## config.mk

```make
export PLATFORM = sky130hd
export DESIGN_NAME = axis_frame_arbiter_ctrl
export DESIGN_NICKNAME = d
export VERILOG_FILES = /design/src/rtl/axis_frame_arbiter_ctrl.sv
export SDC_FILE = /design/constraint.sdc
export NUM_CORES = 1
export LEC_CHECK = 0
export CAP_MARGIN = 20
export CORE_MARGIN = 5
export CORE_UTILIZATION = 35
export CTS_BUF_LIST = sky130_fd_sc_hd__clkbuf_8
export DETAILED_ROUTE_END_ITERATION = 10
export PLACE_DENSITY = 0.91
export SKIP_LAST_GASP = 1
export SYNTH_ARGS = -nofsm -noshare
export SYNTH_HDL_FRONTEND = slang
export SYNTH_SLANG_ARGS = --single-unit
export TNS_END_PERCENT = 100
```

## constraint.sdc

```tcl
create_clock -name clk -period 1.74 [get_ports clk]
set_input_delay 0.435 -clock clk [delete_from_list [all_inputs] [get_ports clk]]
set_output_delay 0.435 -clock clk [all_outputs]
set_load 0.01 [all_outputs]
```

## src/rtl/axis_frame_arbiter_ctrl.sv

```systemverilog
// Frame-granular 4:1 AXI-Stream arbiter with a registered egress beat.
// Optional stall watchdog enabled by defining AXIS_ARB_WDOG_EN.
module axis_frame_arbiter_ctrl #(
  parameter int    DATA_WIDTH   = 8,
  parameter int    USER_WIDTH   = 1,
  parameter string ARB_TYPE     = "PRIORITY",
  parameter string LSB_PRIORITY = "HIGH",
  parameter int    WDOG_CYCLES  = 16
) (
  input  logic                  clk,
  input  logic                  rst,
  input  logic [DATA_WIDTH-1:0] input_0_tdata,
  input  logic                  input_0_tvalid,
  input  logic                  input_0_tlast,
  input  logic [USER_WIDTH-1:0] input_0_tuser,
  output logic                  input_0_tready,
  input  logic [DATA_WIDTH-1:0] input_1_tdata,
  input  logic                  input_1_tvalid,
  input  logic                  input_1_tlast,
  input  logic [USER_WIDTH-1:0] input_1_tuser,
  output logic                  input_1_tready,
  input  logic [DATA_WIDTH-1:0] input_2_tdata,
  input  logic                  input_2_tvalid,
  input  logic                  input_2_tlast,
  input  logic [USER_WIDTH-1:0] input_2_tuser,
  output logic                  input_2_tready,
  input  logic [DATA_WIDTH-1:0] input_3_tdata,
  input  logic                  input_3_tvalid,
  input  logic                  input_3_tlast,
  input  logic [USER_WIDTH-1:0] input_3_tuser,
  output logic                  input_3_tready,
  output logic [DATA_WIDTH-1:0] output_tdata,
  output logic                  output_tvalid,
  output logic                  output_tlast,
  output logic [USER_WIDTH-1:0] output_tuser,
  input  logic                  output_tready,
  output logic                  grant_valid,
  output logic [1:0]            grant_idx,
  output logic                  o_dbg_state
);

  localparam bit RR       = (ARB_TYPE == "ROUND_ROBIN");
  localparam bit LSB_HIGH = (LSB_PRIORITY == "HIGH");

  if (WDOG_CYCLES < 2) begin : g_bad_wdog_cycles
    $error("WDOG_CYCLES must be at least 2");
  end

  typedef enum logic {S_IDLE = 1'b0, S_ACTIVE = 1'b1} state_t;

  state_t                r_state;
  state_t                w_state_nxt;
  logic [1:0]            r_grant_idx;
  logic [1:0]            r_ptr;
  logic                  r_out_tvalid;
  logic [DATA_WIDTH-1:0] r_out_tdata;
  logic                  r_out_tlast;
  logic [USER_WIDTH-1:0] r_out_tuser;

  logic [3:0]            w_tvalid;
  logic [3:0]            w_tlast;
  logic [DATA_WIDTH-1:0] w_tdata [4];
  logic [USER_WIDTH-1:0] w_tuser [4];
  logic [1:0]            w_win;
  logic                  w_active;
  logic                  w_out_free;
  logic                  w_sel_tvalid;
  logic                  w_accept;
  logic                  w_wdog_fire;
  logic                  w_synth_load;
  logic                  w_frame_end;
  logic [3:0]            w_ready;

  assign w_tvalid   = {input_3_tvalid, input_2_tvalid, input_1_tvalid, input_0_tvalid};
  assign w_tlast    = {input_3_tlast, input_2_tlast, input_1_tlast, input_0_tlast};
  assign w_tdata[0] = input_0_tdata;
  assign w_tdata[1] = input_1_tdata;
  assign w_tdata[2] = input_2_tdata;
  assign w_tdata[3] = input_3_tdata;
  assign w_tuser[0] = input_0_tuser;
  assign w_tuser[1] = input_1_tuser;
  assign w_tuser[2] = input_2_tuser;
  assign w_tuser[3] = input_3_tuser;

  // Fixed priority is a circular search from a constant origin; round robin starts at r_ptr.
  always_comb begin
    logic [1:0] v_base;
    logic [1:0] v_cand;
    logic       v_found;
    w_win   = 2'd0;
    v_found = 1'b0;
    v_cand  = 2'd0;
    v_base  = RR ? r_ptr : (LSB_HIGH ? 2'd0 : 2'd3);
    for (int i = 0; i < 4; i++) begin
      v_cand = LSB_HIGH ? (v_base + 2'(i)) : (v_base - 2'(i));
      if (!v_found && w_tvalid[v_cand]) begin
        v_found = 1'b1;
        w_win   = v_cand;
      end
    end
  end

  // Handshake: a beat moves on an edge only when valid and ready are both high at that edge;
  // the egress register accepts a new beat whenever it is empty or being drained.
  assign w_active     = (r_state == S_ACTIVE);
  assign w_out_free   = !r_out_tvalid || output_tready;
  assign w_sel_tvalid = w_tvalid[r_grant_idx];
  assign w_accept     = w_active && w_sel_tvalid && w_out_free && !w_wdog_fire;
  assign w_synth_load = w_wdog_fire && w_out_free;
  assign w_frame_end  = (w_accept && w_tlast[r_grant_idx]) || w_synth_load;
  assign w_ready      = (w_active && w_out_free && !w_wdog_fire) ? (4'b0001 << r_grant_idx) : 4'b0000;

`ifdef AXIS_ARB_WDOG_EN
  localparam int WDOG_W = $clog2(WDOG_CYCLES + 1);
  logic [WDOG_W-1:0] r_wdog_cnt;

  assign w_wdog_fire = w_active && (r_wdog_cnt == WDOG_W'(WDOG_CYCLES));

  always_ff @(posedge clk or negedge rst) begin
    if (!rst) begin
      r_wdog_cnt <= '0;
    end else if (!w_active || w_accept || w_synth_load) begin
      r_wdog_cnt <= '0;
    end else if (!w_sel_tvalid && !w_wdog_fire) begin
      r_wdog_cnt <= r_wdog_cnt + 1'b1;
    end
  end
`else
  assign w_wdog_fire = 1'b0;
`endif

  always_ff @(posedge clk or negedge rst) begin
    if (!rst) begin
      r_state <= S_IDLE;
    end else begin
      r_state <= w_state_nxt;
    end
  end

  always_comb begin
    w_state_nxt = r_state;
    case (r_state)
      S_IDLE:   if (|w_tvalid) w_state_nxt = S_ACTIVE;
      S_ACTIVE: if (w_frame_end) w_state_nxt = S_IDLE;
      default:  w_state_nxt = S_IDLE;
    endcase
  end

  always_ff @(posedge clk or negedge rst) begin
    if (!rst) begin
      r_grant_idx  <= 2'd0;
      r_ptr        <= 2'd0;
      r_out_tvalid <= 1'b0;
      r_out_tdata  <= '0;
      r_out_tlast  <= 1'b0;
      r_out_tuser  <= '0;
    end else begin
      if (!w_active && (|w_tvalid)) begin
        r_grant_idx <= w_win;
      end
      if (w_frame_end) begin
        r_ptr <= LSB_HIGH ? (r_grant_idx + 2'd1) : (r_grant_idx - 2'd1);
      end
      if (w_accept) begin
        r_out_tvalid <= 1'b1;
        r_out_tdata  <= w_tdata[r_grant_idx];
        r_out_tlast  <= w_tlast[r_grant_idx];
        r_out_tuser  <= w_tuser[r_grant_idx];
      end else if (w_synth_load) begin
        // Synthetic terminator closes a stalled frame and flags it via tuser.
        r_out_tvalid <= 1'b1;
        r_out_tdata  <= '0;
        r_out_tlast  <= 1'b1;
        r_out_tuser  <= '1;
      end else if (output_tready) begin
        r_out_tvalid <= 1'b0;
      end
    end
  end

  assign input_0_tready = w_ready[0];
  assign input_1_tready = w_ready[1];
  assign input_2_tready = w_ready[2];
  assign input_3_tready = w_ready[3];
  assign output_tvalid  = r_out_tvalid;
  assign output_tdata   = r_out_tdata;
  assign output_tlast   = r_out_tlast;
  assign output_tuser   = r_out_tuser;
  assign grant_valid    = w_active;
  assign grant_idx      = r_grant_idx;
  assign o_dbg_state    = r_state;

endmodule

```

* After elaboration in Yosys (flattened, before gate mapping)
Cells that the tools add are included.
Widths: inputs -> output; s select.
** Word-level totals
- Flip-flop bits (word level) :: 14
- Input bits :: 47
- Output and inout bits :: 19
- Logic and storage cells :: 49
** Cells by class
- $lt $le $gt $ge :: 2
- Shift-type cells :: 1
- Mux-type cells :: 22
- Bitwise logic cells :: 2
- Reductions and logical operators :: 16
** Operator list (count)
- $bmux 8 s2 :: 1
- $mux 8 :: 2
- $mux 1 :: 12
- $logic_and 1x1->1 :: 8
- $bmux 1 s2 :: 3
- $logic_not 1->1 :: 5
- $mux 2 :: 2
- $mux 4 :: 1
- $reduce_or 4->1 :: 1
- $shl 1x2->4 const A :: 1
- $ge 3x3->1 const B :: 1
- $lt 2x3->1 const B :: 1
- $not 2->3 :: 1
- $pmux 1 s2 :: 1
- $reduce_bool 2->1 :: 1
- $logic_or 1x1->1 :: 1
- $not 1->1 :: 1

* Longest topological paths before layout
Gate-level depths: netlist (run 1).
- Depth in word-level cells :: 10
- Depth in mapped cells :: 5
- Mapped depth without buffers :: 3

* Worst setup path before layout (run 1)
No wires, ideal clock.
- Kind :: reg-to-reg
- Start point :: register r_grant_idx[1], in the netlist grant_idx[1]
- End point :: register r_out_tdata[0], in the netlist output_tdata[0]
- Library setup time :: 0.125 ns
- Arrival time :: 1.551 ns
- Data required time :: 1.615 ns
- Slack :: 0.063 ns
- Stages on the path, launching flop included :: 5
- Buffers on the path :: 1
- Period minus slack after synthesis :: 1.677 ns
- Cell sequence :: dfrtp_1 mux4_2 nand3_2 buf_6 mux2_4
** On the way
- Word-level cells in the longest chain between the ends :: 4
- Elaborated cells on any way between the ends :: 8
** RTL lines
- from (decl) :: RTL line 53 : logic [1:0] r_grant_idx;
- from (signal assigned) :: RTL line 159 : r_grant_idx <= w_win;
- $not 2->3 (implied by the code) or $bmux 1 s2 (tied branches) :: RTL line 166, 107
- $bmux 8 s2 or $mux 1 (tied branches) :: RTL line 166, 107
- $mux 8 (implied by the code) or $logic_and 1x1->1 (tied branches) (2 in a row) :: RTL line 166, 108
- to (signal assigned) :: RTL line 166 : r_out_tdata <= w_tdata[r_grant_idx];
- to (decl) :: RTL line 56 : logic [DATA_WIDTH-1:0] r_out_tdata;
Parallel ways exist; a longest one is shown, timed or not. The select of a mux whose other input is x is not followed.
A chain may end at the register's enable or synchronous reset.

* Final worst setup path (run 1)
- Start point :: register r_out_tvalid, in the netlist output_tvalid
- End point :: output input_2_tready
** On the way
- Word-level cells in the longest chain between the ends :: 4
** RTL lines
- from (decl) :: RTL line 55 : logic r_out_tvalid;
- from (signal assigned) :: RTL line 153 : r_out_tvalid <= 1'b0;
- from (signal assigned) :: RTL line 165 : r_out_tvalid <= 1'b1;
- from (signal assigned) :: RTL line 171 : r_out_tvalid <= 1'b1;
- $logic_not 1->1 :: RTL line 106 : assign w_out_free = !r_out_tvalid || output_tready;
- $logic_or 1x1->1 :: RTL line 106
- $logic_and 1x1->1 :: RTL line 111 : assign w_ready = (w_active && w_out_free && !w_wdog_fire) ? (4'b0001 << r_grant_idx) : 4'b0000;
- $mux 4 :: RTL line 111
- to (decl) :: RTL line 26 : output logic input_2_tready,
No other way between the ends.

==> flow_summary.html, run 1 <==
<table>
<tr><th>Metric</th><th>Value</th></tr>
<tr><th colspan="2">Status</th></tr>
<tr><td>Outcome</td><td>completed</td></tr>
<tr><th colspan="2">Clock tree</th></tr>
<tr><td>Clk Tree Root Cell</td><td>clkbuf_8</td></tr>
<tr><td>Maximum count of clock buffers along a single path</td><td>2</td></tr>
<tr><td>Hold-fix buffers at CTS</td><td>0</td></tr>
<tr><td>Level count of the clock H-tree</td><td>1</td></tr>
<tr><td>CTS sink cnt</td><td>14</td></tr>
<tr><td>Insertion delay to the later sink of the worst-skew pair</td><td>0.24 ns</td></tr>
<tr><td>Worst-path clk slew</td><td>0.06 ns</td></tr>
<tr><td>Clock tree from TritonCTS</td><td>built</td></tr>
<tr><td>Number of clock buffers inserted by TritonCTS</td><td>3</td></tr>
<tr><th colspan="2">Floorplan</th></tr>
<tr><td>Height of the die</td><td>60.8 um</td></tr>
<tr><td>Die X-Extent</td><td>60.8 um</td></tr>
<tr><td>Core Box Area</td><td>around 2500 um^2</td></tr>
<tr><td>Starting density of the core</td><td>0.365</td></tr>
<tr><td>FP Rows</td><td>18</td></tr>
<tr><td>Floorplan die area</td><td>3700 um^2</td></tr>
<tr><td>Ports</td><td>66</td></tr>
<tr><th colspan="2">Placed design</th></tr>
<tr><td>Pre-CTS setup slack</td><td>-0.551 ns</td></tr>
<tr><td>Global placer's final weighted congestion</td><td>0.782</td></tr>
<tr><td>Estimated wirelength of the detail-placed design</td><td>between 2000 and 3000 um</td></tr>
<tr><td>Number of port buffers</td><td>between 60 and 70</td></tr>
<tr><th colspan="2">STA</th></tr>
<tr><td>Final Hold Viols</td><td>0</td></tr>
<tr><td>Max Clock Freq</td><td>between 500 and 600 MHz</td></tr>
<tr><td>Number of endpoints failing setup at the final stage</td><td>0</td></tr>
<tr><td>Total negative slack for setup checks</td><td>0 ns</td></tr>
<tr><td>Headroom to the max-slew limit</td><td>0.557</td></tr>
<tr><td>Min Tclk post-route</td><td>1.71 ns</td></tr>
<tr><td>Final setup slack of the worst path</td><td>0.0288 ns</td></tr>
<tr><td>Final worst path period share</td><td>0.983</td></tr>
<tr><td>Slew @ Worst Pin</td><td>0.663 ns</td></tr>
<tr><td>Clock skew after layout</td><td>0.00126 ns</td></tr>
<tr><td>Worst hold margin</td><td>~0.50 ns</td></tr>
<tr><td>Final count of pins violating max slew</td><td>0</td></tr>
<tr><th colspan="2">Synth</th></tr>
<tr><td>Sequential share of the synthesized area</td><td>0.388</td></tr>
<tr><td>Netlist cell types</td><td>21</td></tr>
<tr><td>Post-synthesis cell type with the largest combined area</td><td>dfrtp_1</td></tr>
<tr><td>Count of warnings emitted by yosys</td><td>0</td></tr>
<tr><td>Cells taking the most area after synthesis</td><td>dfrtp_1, mux4_2, mux2_4, mux4_1, buf_6</td></tr>
<tr><td>Post-synthesis sequential element count</td><td>14</td></tr>
<tr><td>Average instance area after synthesis</td><td>between 10 and 15 um^2</td></tr>
<tr><td>Synthesized netlist cell count</td><td>63</td></tr>
<tr><td>Top cell type's share of synthesized area</td><td>0.388</td></tr>
<tr><td>Area of the mapped netlist</td><td>903 um^2</td></tr>
<tr><td>Net count after synthesis</td><td>110</td></tr>
<tr><th colspan="2">Detailed routing</th></tr>
<tr><td>Detailed-route via count</td><td>863</td></tr>
<tr><td>Number of DRC violations after detailed-routing iteration 0</td><td>11</td></tr>
<tr><td>Final antenna-violating net count</td><td>0</td></tr>
<tr><td>Count of TritonRoute iterations in the first routing pass</td><td>3</td></tr>
<tr><td>Via-per-instance ratio</td><td>5.14</td></tr>
<tr><td>Wirelength, routed</td><td>about 3200 um</td></tr>
<tr><td>Number of remaining DRC errors</td><td>0</td></tr>
<tr><td>Routed length per placed instance</td><td>18.8 um</td></tr>
<tr><th colspan="2">Power</th></tr>
<tr><td>Power Density</td><td>roughly 1700 nW/um^2</td></tr>
<tr><td>Worst vdd ir</td><td>1.24 mV</td></tr>
<tr><td>Power consumption</td><td>2810 uW</td></tr>
<tr><td>Leakage dissipation</td><td>0.000740 uW</td></tr>
<tr><th colspan="2">Layout</th></tr>
<tr><td>Area added between synthesis and finish</td><td>88.0%</td></tr>
<tr><td>Commonest non-fill, non-tap cells in the layout</td><td>clkdlybuf4s50_1, dfrtp_1, buf_4</td></tr>
<tr><td>Fraction of layout instances using a drive strength above 1</td><td>0.326</td></tr>
<tr><td>Post-layout utilization of the core</td><td>0.685</td></tr>
<tr><td>Total Nets Final</td><td>186</td></tr>
<tr><td>Antenna diode count</td><td>0</td></tr>
<tr><td>Most frequent standard cell in the layout excluding fill and tap cells</td><td>clkdlybuf4s50_1</td></tr>
<tr><th colspan="2">Global routing</th></tr>
<tr><td>GRT Total Usage</td><td>0.192</td></tr>
<tr><td>Number of antenna violations at the first check in global routing</td><td>0</td></tr>
<tr><td>Number of global-route vias before repair</td><td>1005</td></tr>
<tr><td>Global-route wire length before repair</td><td>approximately 5000 um</td></tr>
<tr><td>Maximum number of pins on one net before global-route repair</td><td>15</td></tr>
<tr><td>GRT Residual Overflow</td><td>0</td></tr>
<tr><th colspan="2">Setup path</th></tr>
<tr><td>Highest net fanout along the worst path</td><td>3</td></tr>
<tr><td>Required time of the critical path</td><td>1.30 ns</td></tr>
<tr><td>Category of the critical setup timing path</td><td>reg -&gt; out</td></tr>
<tr><td>Maximum single-stage delay on the critical path</td><td>0.39 ns</td></tr>
<tr><td>Crit path launch type</td><td>flip-flop</td></tr>
<tr><td>Number of buffer and inverter stages on the critical path</td><td>1</td></tr>
<tr><td>Highest-delay cell along the critical path</td><td>dfrtp_1</td></tr>
<tr><td>Worst setup EP type</td><td>output port</td></tr>
<tr><td>Critical path data arrival time</td><td>about 1.3 ns</td></tr>
<tr><td>Crit-path cells</td><td>or2b_4 &gt; nand2_1 &gt; nor3_1 &gt; buf_2</td></tr>
<tr><td>CP delay by family, top</td><td>simple AND/OR/NAND/NOR gates</td></tr>
<tr><th colspan="2">Flow run</th></tr>
<tr><td>Total of max-cap violations</td><td>0</td></tr>
<tr><th colspan="2">Worst hold path</th></tr>
<tr><td>Kind of path behind the tightest hold check</td><td>reg -&gt; reg</td></tr>
</table>
-- power breakdown --
group	switching [uW]	total, uW	internal, uW	leakage [uW]
clock network	115	315	200	0.0000288
registers	153	661	508	0.000161
logic	663	1830	1170	0.000550
total	930	2810	1880	0.000740
-- metrics by stage --
| stage | instance area (um^2) | cells |
|---|---|---|
| 2_1_floorplan | 903 | 63 |
| 3_3_place_gp | 1640 | 163 |
| 3_5_place_dp | 1640 | 163 |
| 4_1_cts | 1690 | 168 |
| 5_1_grt | 1700 | 168 |
| 6_report | 1700 | 168 |
-- worst register-to-register path, delay by kind of cell, from the launching register on --
kind	cells	cell delay (ns)
multiplexers	2	0.86
flip-flops	1	0.43
buffers and inverters	1	0.14
AND/OR/NAND/NOR	1	0.12
-- registers in the layout, summed over array words and instances, names as in the netlist --
signal,flops
output_tdata,8
output_tlast,1
output_tvalid,1
grant_valid,1
grant_idx,2
output_tuser,1
-- cells in the mapped netlist --
| cell type | count |
|---|---|
| inv_1 | 1 |
| nand3_2 | 1 |
| mux4_1 | 1 |
| nor3_1 | 3 |
| buf_4 | 2 |
| or2b_1 | 1 |
| a21oi_1 | 3 |
| nand3_1 | 1 |
| buf_2 | 2 |
| buf_6 | 2 |
| inv_2 | 1 |
| nand2_1 | 2 |
| o21bai_1 | 1 |
| mux2_1 | 1 |
| mux4_2 | 10 |
| dfrtp_1 | 14 |
| o22a_1 | 1 |
| mux2_4 | 8 |
| nor2_1 | 6 |
| and4_1 | 1 |
| a21o_1 | 1 |
-- metal layers --
metal / part of all wire / track usage
met4: 0.021 / 0.0681
met2: 0.62 / 0.389
met3: 0.051 / 0.0532
met1: 0.31 / 0.177
met5: 0 / 0
-- area by class of cell --
type / count / area, um^2
fill: 201 / 779
inverter: 2 / 7.51
multi-input combinational: 41 / 518
sequential: 14 / 353
clock buffer: 4 / 55.1
tap: 30 / 37.5
timing repair buffer: 77 / 727
-- path summary, 6_finish.rpt --
check / slack, ns / startpoint / endpoint / depth (start not counted)
min in group asynchronous: 0.60 / rst / output_tuser / 1
worst min-delay path: 0.50 / output_tlast / output_tlast / 1
worst max-delay path: 0.03 / output_tvalid / input_2_tready / 4
max in group asynchronous: 0.68 / rst / grant_idx[0] / 1
worst max register to register: 0.07 / grant_idx[1] / output_tdata[7] / 4
worst min register to register: 0.50 / output_tlast / output_tlast / 1
-- logic make-up after synthesis --
group	Yosys count	synth area share
and+or+nand+nor	15	0.0845
AOI/OAI and AO/OA	6	0.0429
DFF	14	0.388
buffers and inverters	8	0.0609
muxes	20	0.424
-- what timing repair did --
action                                  4_1_cts  5_1_grt
resized for setup                            26        1
pin swaps                                     3        0
endpoints found under the setup margin       15        2
setup buffers                                 1        0
Note: power is estimated with default switching activity, not from simulation.
==> run 2: changes to the inputs <==
--- a/config.mk
+++ b/config.mk
@@ -7,10 +7,12 @@
 export LEC_CHECK = 0
 export CAP_MARGIN = 20
 export CORE_MARGIN = 5
-export CORE_UTILIZATION = 35
+export CORE_UTILIZATION = 51
 export CTS_BUF_LIST = sky130_fd_sc_hd__clkbuf_8
 export DETAILED_ROUTE_END_ITERATION = 10
-export PLACE_DENSITY = 0.91
+export DONT_BUFFER_PORTS = 1
+export GPL_ROUTABILITY_DRIVEN = 0
+export PLACE_DENSITY = 0.75
 export SKIP_LAST_GASP = 1
 export SYNTH_ARGS = -nofsm -noshare
 export SYNTH_HDL_FRONTEND = slang
==> flow_summary.html, run 2 (same netlist as run 1, synthesis figures left out) <==
<table>
<tr><th>Metric</th><th>Value</th></tr>
<tr><th colspan="2">Worst hold path</th></tr>
<tr><td>Kind of path behind the tightest hold check</td><td>in -&gt; reg (was reg -&gt; reg)</td></tr>
<tr><th colspan="2">Clock tree</th></tr>
<tr><td>Maximum count of clock buffers along a single path</td><td>2 (unchanged)</td></tr>
<tr><td>Number of clock buffers inserted by TritonCTS</td><td>3 (unchanged)</td></tr>
<tr><td>Worst-path clk slew</td><td>0.05 ns (was 0.06 ns)</td></tr>
<tr><td>Insertion delay to the later sink of the worst-skew pair</td><td>0.24 ns (about the same)</td></tr>
<tr><td>Clk Tree Root Cell</td><td>clkbuf_8 (unchanged)</td></tr>
<tr><td>Level count of the clock H-tree</td><td>1 (unchanged)</td></tr>
<tr><td>Post-CTS Setup Bufs</td><td>0 (was 1)</td></tr>
<tr><td>CTS sink cnt</td><td>14 (unchanged)</td></tr>
<tr><td>Clock tree from TritonCTS</td><td>built (unchanged)</td></tr>
<tr><th colspan="2">Detailed routing</th></tr>
<tr><td>Detailed-route via count</td><td>586 (was 863)</td></tr>
<tr><td>Routed length per placed instance</td><td>23.5 um (was 18.8 um)</td></tr>
<tr><td>Final antenna-violating net count</td><td>0 (unchanged)</td></tr>
<tr><td>Number of remaining DRC errors</td><td>0 (unchanged)</td></tr>
<tr><td>Via-per-instance ratio</td><td>6.30 (was 5.14)</td></tr>
<tr><td>Number of DRC violations after detailed-routing iteration 0</td><td>11 (unchanged)</td></tr>
<tr><td>Count of TritonRoute iterations in the first routing pass</td><td>4 (was 3)</td></tr>
<tr><td>Wirelength, routed</td><td>2190 um (was 3170 um)</td></tr>
<tr><th colspan="2">Setup path</th></tr>
<tr><td>Worst flop-to-flop path endpoint</td><td>output_tuser (was output_tdata[7])</td></tr>
<tr><td>Setup slack of the most critical reg-to-reg path</td><td>0.11 ns (was 0.07 ns)</td></tr>
<tr><td>Highest net fanout along the worst path</td><td>5 (was 3)</td></tr>
<tr><td>Category of the critical setup timing path</td><td>reg -&gt; out (unchanged)</td></tr>
<tr><td>Origin of the worst setup path</td><td>output_tvalid (unchanged)</td></tr>
<tr><td>Required time of the critical path</td><td>1.30 ns (about the same)</td></tr>
<tr><td>End point of the critical path</td><td>input_2_tready (unchanged)</td></tr>
<tr><td>Start of the worst register-to-register path</td><td>grant_idx[1] (unchanged)</td></tr>
<tr><td>Crit path launch type</td><td>flip-flop (unchanged)</td></tr>
<tr><td>Crit-path cells</td><td>or2b_4 &gt; nand2_1 &gt; nor3_2 &gt; buf_4 (was or2b_4 &gt; nand2_1 &gt; nor3_1 &gt; buf_2)</td></tr>
<tr><td>Highest-delay cell along the critical path</td><td>dfrtp_1 (unchanged)</td></tr>
<tr><td>Critical path data arrival time</td><td>1.26 ns (was 1.28 ns)</td></tr>
<tr><td>Reg2reg path depth</td><td>3 (was 4)</td></tr>
<tr><td>Maximum single-stage delay on the critical path</td><td>0.41 ns (was 0.39 ns)</td></tr>
<tr><td>Worst setup EP type</td><td>output port (unchanged)</td></tr>
<tr><th colspan="2">Layout</th></tr>
<tr><td>Commonest non-fill, non-tap cells in the layout</td><td>dfrtp_1, mux4_2, mux2_4 (was clkdlybuf4s50_1, dfrtp_1, buf_4)</td></tr>
<tr><td>Number of flip-flops under the largest register name</td><td>8 (unchanged)</td></tr>
<tr><td>Area added between synthesis and finish</td><td>12.6% (was 88.0%)</td></tr>
<tr><td>Post-layout utilization of the core</td><td>0.596 (was 0.685)</td></tr>
<tr><td>Fraction of layout instances using a drive strength above 1</td><td>0.500 (was 0.326)</td></tr>
<tr><td>Final cell count without fillers</td><td>93 (was 168)</td></tr>
<tr><td>Antenna diode count</td><td>0 (unchanged)</td></tr>
<tr><td>Total Nets Final</td><td>117 (was 186)</td></tr>
<tr><td>Number of filler instances in the final layout</td><td>137 (was 201)</td></tr>
<tr><td>Most frequent standard cell in the layout excluding fill and tap cells</td><td>dfrtp_1 (was clkdlybuf4s50_1)</td></tr>
<tr><th colspan="2">Floorplan</th></tr>
<tr><td>Starting density of the core</td><td>0.529 (was 0.365)</td></tr>
<tr><td>Core Box Area</td><td>1710 um^2 (was 2480 um^2)</td></tr>
<tr><td>Height of the die</td><td>52.1 um (was 60.8 um)</td></tr>
<tr><td>FP Rows</td><td>15 (was 18)</td></tr>
<tr><td>Ports</td><td>66 (unchanged)</td></tr>
<tr><td>Die X-Extent</td><td>52.1 um (was 60.8 um)</td></tr>
<tr><td>Floorplan die area</td><td>2710 um^2 (was 3700 um^2)</td></tr>
<tr><th colspan="2">STA</th></tr>
<tr><td>Final setup slack of the worst path</td><td>0.0452 ns (was 0.0288 ns)</td></tr>
<tr><td>Final count of pins violating max slew</td><td>0 (unchanged)</td></tr>
<tr><td>Slew @ Worst Pin</td><td>0.620 ns (was 0.663 ns)</td></tr>
<tr><td>Min Tclk post-route</td><td>1.69 ns (was 1.71 ns)</td></tr>
<tr><td>Final Hold Viols</td><td>0 (unchanged)</td></tr>
<tr><td>RSZ-0062 raised after global routing</td><td>yes</td></tr>
<tr><td>Headroom to the max-slew limit</td><td>0.586 (was 0.557)</td></tr>
<tr><td>Worst hold margin</td><td>0.386 ns (was 0.502 ns)</td></tr>
<tr><td>Final worst path period share</td><td>0.974 (was 0.983)</td></tr>
<tr><td>Number of endpoints failing setup at the final stage</td><td>0 (unchanged)</td></tr>
<tr><td>Clock skew after layout</td><td>0.00314 ns (was 0.00126 ns)</td></tr>
<tr><td>Total negative slack for setup checks</td><td>0 ns (unchanged)</td></tr>
<tr><td>Max Clock Freq</td><td>590 MHz (was 584 MHz)</td></tr>
<tr><th colspan="2">Power</th></tr>
<tr><td>Leakage dissipation</td><td>0.000440 uW (was 0.000740 uW)</td></tr>
<tr><td>Power Density</td><td>2110 nW/um^2 (was 1650 nW/um^2)</td></tr>
<tr><td>Worst vdd ir</td><td>1.14 mV (was 1.24 mV)</td></tr>
<tr><th colspan="2">Global routing</th></tr>
<tr><td>GRT Total Usage</td><td>0.168 (was 0.192)</td></tr>
<tr><td>Maximum number of pins on one net before global-route repair</td><td>15 (unchanged)</td></tr>
<tr><td>GRT Residual Overflow</td><td>0 (unchanged)</td></tr>
<tr><td>Number of antenna violations at the first check in global routing</td><td>0 (unchanged)</td></tr>
<tr><td>Global-route wire length before repair</td><td>3170 um (was 4960 um)</td></tr>
<tr><td>Number of global-route vias before repair</td><td>620 (was 1005)</td></tr>
<tr><th colspan="2">Flow run</th></tr>
<tr><td>Total of max-cap violations</td><td>0 (unchanged)</td></tr>
<tr><th colspan="2">Placed design</th></tr>
<tr><td>Dpl cells</td><td>89 (was 163)</td></tr>
<tr><td>Number of port buffers</td><td>0 (was 65)</td></tr>
<tr><td>Pre-CTS setup slack</td><td>0.0512 ns (was -0.551 ns)</td></tr>
<tr><td>Estimated wirelength of the detail-placed design</td><td>1840 um (was 2690 um)</td></tr>
<tr><th colspan="2">Status</th></tr>
<tr><td>Outcome</td><td>completed (unchanged)</td></tr>
</table>
[run 2: cell count changes in the layout (fill, tap and decap cells not counted), moves of 2 or more]
cell,change
buf_4,-5
clkdlybuf4s50_1,-56
dlygate4sd2_1,-5
nor3_2,+2
buf_2,-4
nor3_1,-2
[run 2: area by class of cell]
cell class	instances	area, um^2	area share
multi-input combinational	41	519	0.510
timing repair buffer	8	66.3	0.0652
clock buffer	3	41.3	0.0406
sequential	14	352	0.346
inverter	2	7.51	0.00738
tap	25	31.3	0.0308
[run 2: worst min path at each step]
stage | slack [ns] | cells after the start | startpoint | end
2_1_floorplan | 0.14 | 0 | rst | grant_idx[0]
3_3_place_gp | 0.14 | 0 | rst | output_tdata[7]
3_5_place_dp | 0.14 | 0 | rst | output_tdata[7]
4_1_cts | 0.39 | 3 | input_0_tvalid | grant_idx[1]
5_1_grt | 0.40 | 3 | input_0_tvalid | grant_idx[1]
6_report | 0.39 | 3 | input_0_tvalid | grant_idx[1]
[run 2: power by group]
part,internal [uW],switching [uW]
registers,505,225
logic,699,465
clock network,152,101
[run 2: stage by stage]
step	instance area (um^2)	power, uW
5_1_grt	1020	2300
4_1_cts	995	2130
6_report	1020	2150
2_1_floorplan	903	1680
3_3_place_gp	940	1810
3_5_place_dp	940	1860
[run 2: routing by layer]
| layer | share of wire | GRT usage |
|---|---|---|
| met5 | 0 | 0 |
| met3 | 0.070 | 0.0344 |
| met2 | 0.59 | 0.289 |
| met1 | 0.33 | 0.198 |
| met4 | 0.0087 | 0.0786 |
[run 2: what timing repair did]
action | in CTS | in global routing
setup endpoints to repair | 2 | 4
endpoints found under the hold margin | 14 | 0
gates cloned | 0 | 0
gates resized for setup | 1 | 5
hold buffers | 1 | 0
[run 2: worst max-delay path, delay by kind of cell (launching register included)]
family                 cells  cell delay [ns]
AND/OR/NAND/NOR            3             0.47
flip-flops                 1             0.41
buffers and inverters      1             0.14
==> run 3: changes to the inputs <==
--- a/config.mk
+++ b/config.mk
@@ -13,7 +13,6 @@
 export DONT_BUFFER_PORTS = 1
 export GPL_ROUTABILITY_DRIVEN = 0
 export PLACE_DENSITY = 0.75
-export SKIP_LAST_GASP = 1
 export SYNTH_ARGS = -nofsm -noshare
 export SYNTH_HDL_FRONTEND = slang
 export SYNTH_SLANG_ARGS = --single-unit
==> flow_summary.html, run 3 (same netlist as run 1, synthesis figures left out) <==
<table>
<tr><th>Metric</th><th>Value</th></tr>
<tr><th colspan="2">Status</th></tr>
<tr><td>Outcome</td><td>completed (unchanged)</td></tr>
<tr><th colspan="2">STA</th></tr>
<tr><td>Headroom to the max-slew limit</td><td>0.586 (unchanged)</td></tr>
<tr><td>Total negative slack for setup checks</td><td>0 ns (unchanged)</td></tr>
<tr><td>Final worst path period share</td><td>0.974 (unchanged)</td></tr>
<tr><td>Max Clock Freq</td><td>590 MHz (unchanged)</td></tr>
<tr><td>Worst hold margin</td><td>0.386 ns (unchanged)</td></tr>
<tr><td>Final count of pins violating max slew</td><td>0 (unchanged)</td></tr>
<tr><td>Final Hold Viols</td><td>0 (unchanged)</td></tr>
<tr><td>RSZ-0062 raised after global routing</td><td>yes (unchanged)</td></tr>
<tr><td>Number of endpoints failing setup at the final stage</td><td>0 (unchanged)</td></tr>
<tr><td>Clock skew after layout</td><td>0.00314 ns (unchanged)</td></tr>
<tr><td>Slew @ Worst Pin</td><td>0.620 ns (unchanged)</td></tr>
<tr><td>Min Tclk post-route</td><td>1.69 ns (unchanged)</td></tr>
<tr><th colspan="2">Power</th></tr>
<tr><td>Worst vdd ir</td><td>1.14 mV (unchanged)</td></tr>
<tr><td>Internal</td><td>1360 uW (unchanged)</td></tr>
<tr><td>Power share of the combinational group</td><td>0.542 (about the same)</td></tr>
<tr><td>Sequential fraction of design power</td><td>0.340 (about the same)</td></tr>
<tr><td>Power Density</td><td>2110 nW/um^2 (unchanged)</td></tr>
<tr><td>Switching share of power</td><td>0.368 (unchanged)</td></tr>
<tr><td>Clock share of power</td><td>0.118 (about the same)</td></tr>
<tr><td>Leakage dissipation</td><td>0.000440 uW (unchanged)</td></tr>
<tr><td>Net switching power of the design</td><td>792 uW (unchanged)</td></tr>
<tr><th colspan="2">Detailed routing</th></tr>
<tr><td>Routed length per placed instance</td><td>23.5 um (unchanged)</td></tr>
<tr><td>Final antenna-violating net count</td><td>0 (unchanged)</td></tr>
<tr><td>Number of remaining DRC errors</td><td>0 (unchanged)</td></tr>
<tr><td>Wirelength, routed</td><td>2190 um (unchanged)</td></tr>
<tr><td>Via-per-instance ratio</td><td>6.30 (unchanged)</td></tr>
<tr><td>Number of DRC violations after detailed-routing iteration 0</td><td>11 (unchanged)</td></tr>
<tr><td>Count of TritonRoute iterations in the first routing pass</td><td>4 (unchanged)</td></tr>
<tr><td>Detailed-route via count</td><td>586 (unchanged)</td></tr>
<tr><th colspan="2">Floorplan</th></tr>
<tr><td>Height of the die</td><td>52.1 um (unchanged)</td></tr>
<tr><td>Ports</td><td>66 (unchanged)</td></tr>
<tr><td>Die X-Extent</td><td>52.1 um (unchanged)</td></tr>
<tr><td>Core Box Area</td><td>1710 um^2 (unchanged)</td></tr>
<tr><td>FP Rows</td><td>15 (unchanged)</td></tr>
<tr><td>Floorplan die area</td><td>2710 um^2 (unchanged)</td></tr>
<tr><td>Starting density of the core</td><td>0.529 (unchanged)</td></tr>
<tr><th colspan="2">Clock tree</th></tr>
<tr><td>Clock tree from TritonCTS</td><td>built (unchanged)</td></tr>
<tr><td>Maximum count of clock buffers along a single path</td><td>2 (unchanged)</td></tr>
<tr><td>Post-CTS Setup Bufs</td><td>0 (unchanged)</td></tr>
<tr><td>Number of clock buffers inserted by TritonCTS</td><td>3 (unchanged)</td></tr>
<tr><td>Level count of the clock H-tree</td><td>1 (unchanged)</td></tr>
<tr><td>Insertion delay to the later sink of the worst-skew pair</td><td>0.24 ns (about the same)</td></tr>
<tr><td>Worst-path clk slew</td><td>0.05 ns (about the same)</td></tr>
<tr><td>Clk Tree Root Cell</td><td>clkbuf_8 (unchanged)</td></tr>
<tr><td>CTS sink cnt</td><td>14 (unchanged)</td></tr>
<tr><th colspan="2">Layout</th></tr>
<tr><td>Most frequent standard cell in the layout excluding fill and tap cells</td><td>dfrtp_1 (unchanged)</td></tr>
<tr><td>Area of combinational cells with multiple inputs</td><td>519 um^2 (unchanged)</td></tr>
<tr><td>Post-layout utilization of the core</td><td>0.596 (unchanged)</td></tr>
<tr><td>Total Nets Final</td><td>117 (unchanged)</td></tr>
<tr><td>Sequential cell area</td><td>352 um^2 (unchanged)</td></tr>
<tr><td>Antenna diode count</td><td>0 (unchanged)</td></tr>
<tr><td>Area added between synthesis and finish</td><td>12.6% (unchanged)</td></tr>
<tr><td>Number of flip-flops under the largest register name</td><td>8 (unchanged)</td></tr>
<tr><td>Fraction of layout instances using a drive strength above 1</td><td>0.500 (unchanged)</td></tr>
<tr><td>Number of filler instances in the final layout</td><td>137 (unchanged)</td></tr>
<tr><td>Commonest non-fill, non-tap cells in the layout</td><td>dfrtp_1, mux4_2, mux2_4 (unchanged)</td></tr>
<tr><th colspan="2">Setup path</th></tr>
<tr><td>Setup slack of the most critical reg-to-reg path</td><td>0.11 ns (about the same)</td></tr>
<tr><td>Start of the worst register-to-register path</td><td>grant_idx[1] (unchanged)</td></tr>
<tr><td>Required time of the critical path</td><td>1.30 ns (about the same)</td></tr>
<tr><td>Highest-delay cell along the critical path</td><td>dfrtp_1 (unchanged)</td></tr>
<tr><td>Worst flop-to-flop path endpoint</td><td>output_tuser (unchanged)</td></tr>
<tr><td>Worst setup EP type</td><td>output port (unchanged)</td></tr>
<tr><td>Highest net fanout along the worst path</td><td>5 (unchanged)</td></tr>
<tr><td>Category of the critical setup timing path</td><td>reg -&gt; out (unchanged)</td></tr>
<tr><td>Number of buffer and inverter stages on the critical path</td><td>1 (unchanged)</td></tr>
<tr><td>CP delay by family, top</td><td>simple AND/OR/NAND/NOR gates (unchanged)</td></tr>
<tr><td>Crit path launch type</td><td>flip-flop (unchanged)</td></tr>
<tr><td>Maximum single-stage delay on the critical path</td><td>0.41 ns (about the same)</td></tr>
<tr><td>Crit-path cells</td><td>or2b_4 &gt; nand2_1 &gt; nor3_2 &gt; buf_4 (unchanged)</td></tr>
<tr><td>Critical path data arrival time</td><td>1.26 ns (about the same)</td></tr>
<tr><td>Reg2reg path depth</td><td>3 (unchanged)</td></tr>
<tr><th colspan="2">Global routing</th></tr>
<tr><td>Number of global-route vias before repair</td><td>620 (unchanged)</td></tr>
<tr><td>Number of antenna violations at the first check in global routing</td><td>0 (unchanged)</td></tr>
<tr><td>Global-route wire length before repair</td><td>3170 um (unchanged)</td></tr>
<tr><td>Maximum number of pins on one net before global-route repair</td><td>15 (unchanged)</td></tr>
<tr><td>GRT Total Usage</td><td>0.168 (unchanged)</td></tr>
<tr><td>GRT Residual Overflow</td><td>0 (unchanged)</td></tr>
<tr><th colspan="2">Flow run</th></tr>
<tr><td>Total of max-cap violations</td><td>0 (unchanged)</td></tr>
<tr><th colspan="2">Worst hold path</th></tr>
<tr><td>Instance count along the most critical hold path</td><td>3 (unchanged)</td></tr>
<tr><td>Kind of path behind the tightest hold check</td><td>in -&gt; reg (unchanged)</td></tr>
<tr><td>Hold path startpoint</td><td>input_0_tvalid (unchanged)</td></tr>
<tr><td>Hold endpoint</td><td>grant_idx[1] (unchanged)</td></tr>
<tr><th colspan="2">Placed design</th></tr>
<tr><td>Estimated wirelength of the detail-placed design</td><td>1840 um (unchanged)</td></tr>
<tr><td>Number of port buffers</td><td>0 (unchanged)</td></tr>
</table>
[run 3: cell counts in the layout (fill, tap and decap cells not counted)]
No cell type changed its count.
[run 3: worst max-delay path by stage]
stage	start	end	slack, ns	depth (start not counted)
after global routing	output_tvalid	input_2_tready	-0.02	4
after floorplan	grant_idx[1]	output_tdata[0]	0.06	4
after global placement	input_3_tvalid	output_tuser	0.08	3
final	output_tvalid	input_2_tready	0.05	4
after detailed placement	input_3_tvalid	output_tuser	0.05	3
after CTS	output_tvalid	input_0_tready	0.03	4
[run 3: layer usage]
metal	wire length, um	track usage	vias up
met3	154	0.0344	2
met5	0	0	-
met4	19	0.0786	0
met2	1280	0.289	30
li1	-	-	250
met1	729	0.198	304
[run 3: worst min-delay path, cell delays in order]
cell	delay, ns
nor2_1	0.03
nor2_1	0.08
a21oi_1	0.04
[run 3: cell type report]
cell class | instances | area share
multi-input combinational | 41 | 0.510
sequential | 14 | 0.346
timing repair buffer | 8 | 0.0652
clock buffer | 3 | 0.0406
tap | 25 | 0.0308
inverter | 2 | 0.00738
[run 3: repair_timing]
item                       in CTS  in global routing
resized for setup               1                  5
setup endpoints to repair       2                  4
hold buffers                    1                  0
hold endpoints to repair       14                  0
[run 3: through the flow]
step                      power (uW)  setup slack, ns  instance area (um^2)  cells
after floorplan                 1680           0.0635                   903     63
after global placement          1810           0.0846                   940     89
after detailed placement        1860           0.0512                   940     89
after CTS                       2130           0.0256                   995     93
after global routing            2300          -0.0162                  1020     93
final                           2150           0.0452                  1020     93
[run 3: power by group through the flow]
stage	clock network [uW]	registers [uW]	logic [uW]
2_1_floorplan	0	684	996
3_3_place_gp	0	731	1080
3_5_place_dp	0	734	1120
4_1_cts	261	730	1140
5_1_grt	277	759	1260
6_report	254	731	1160
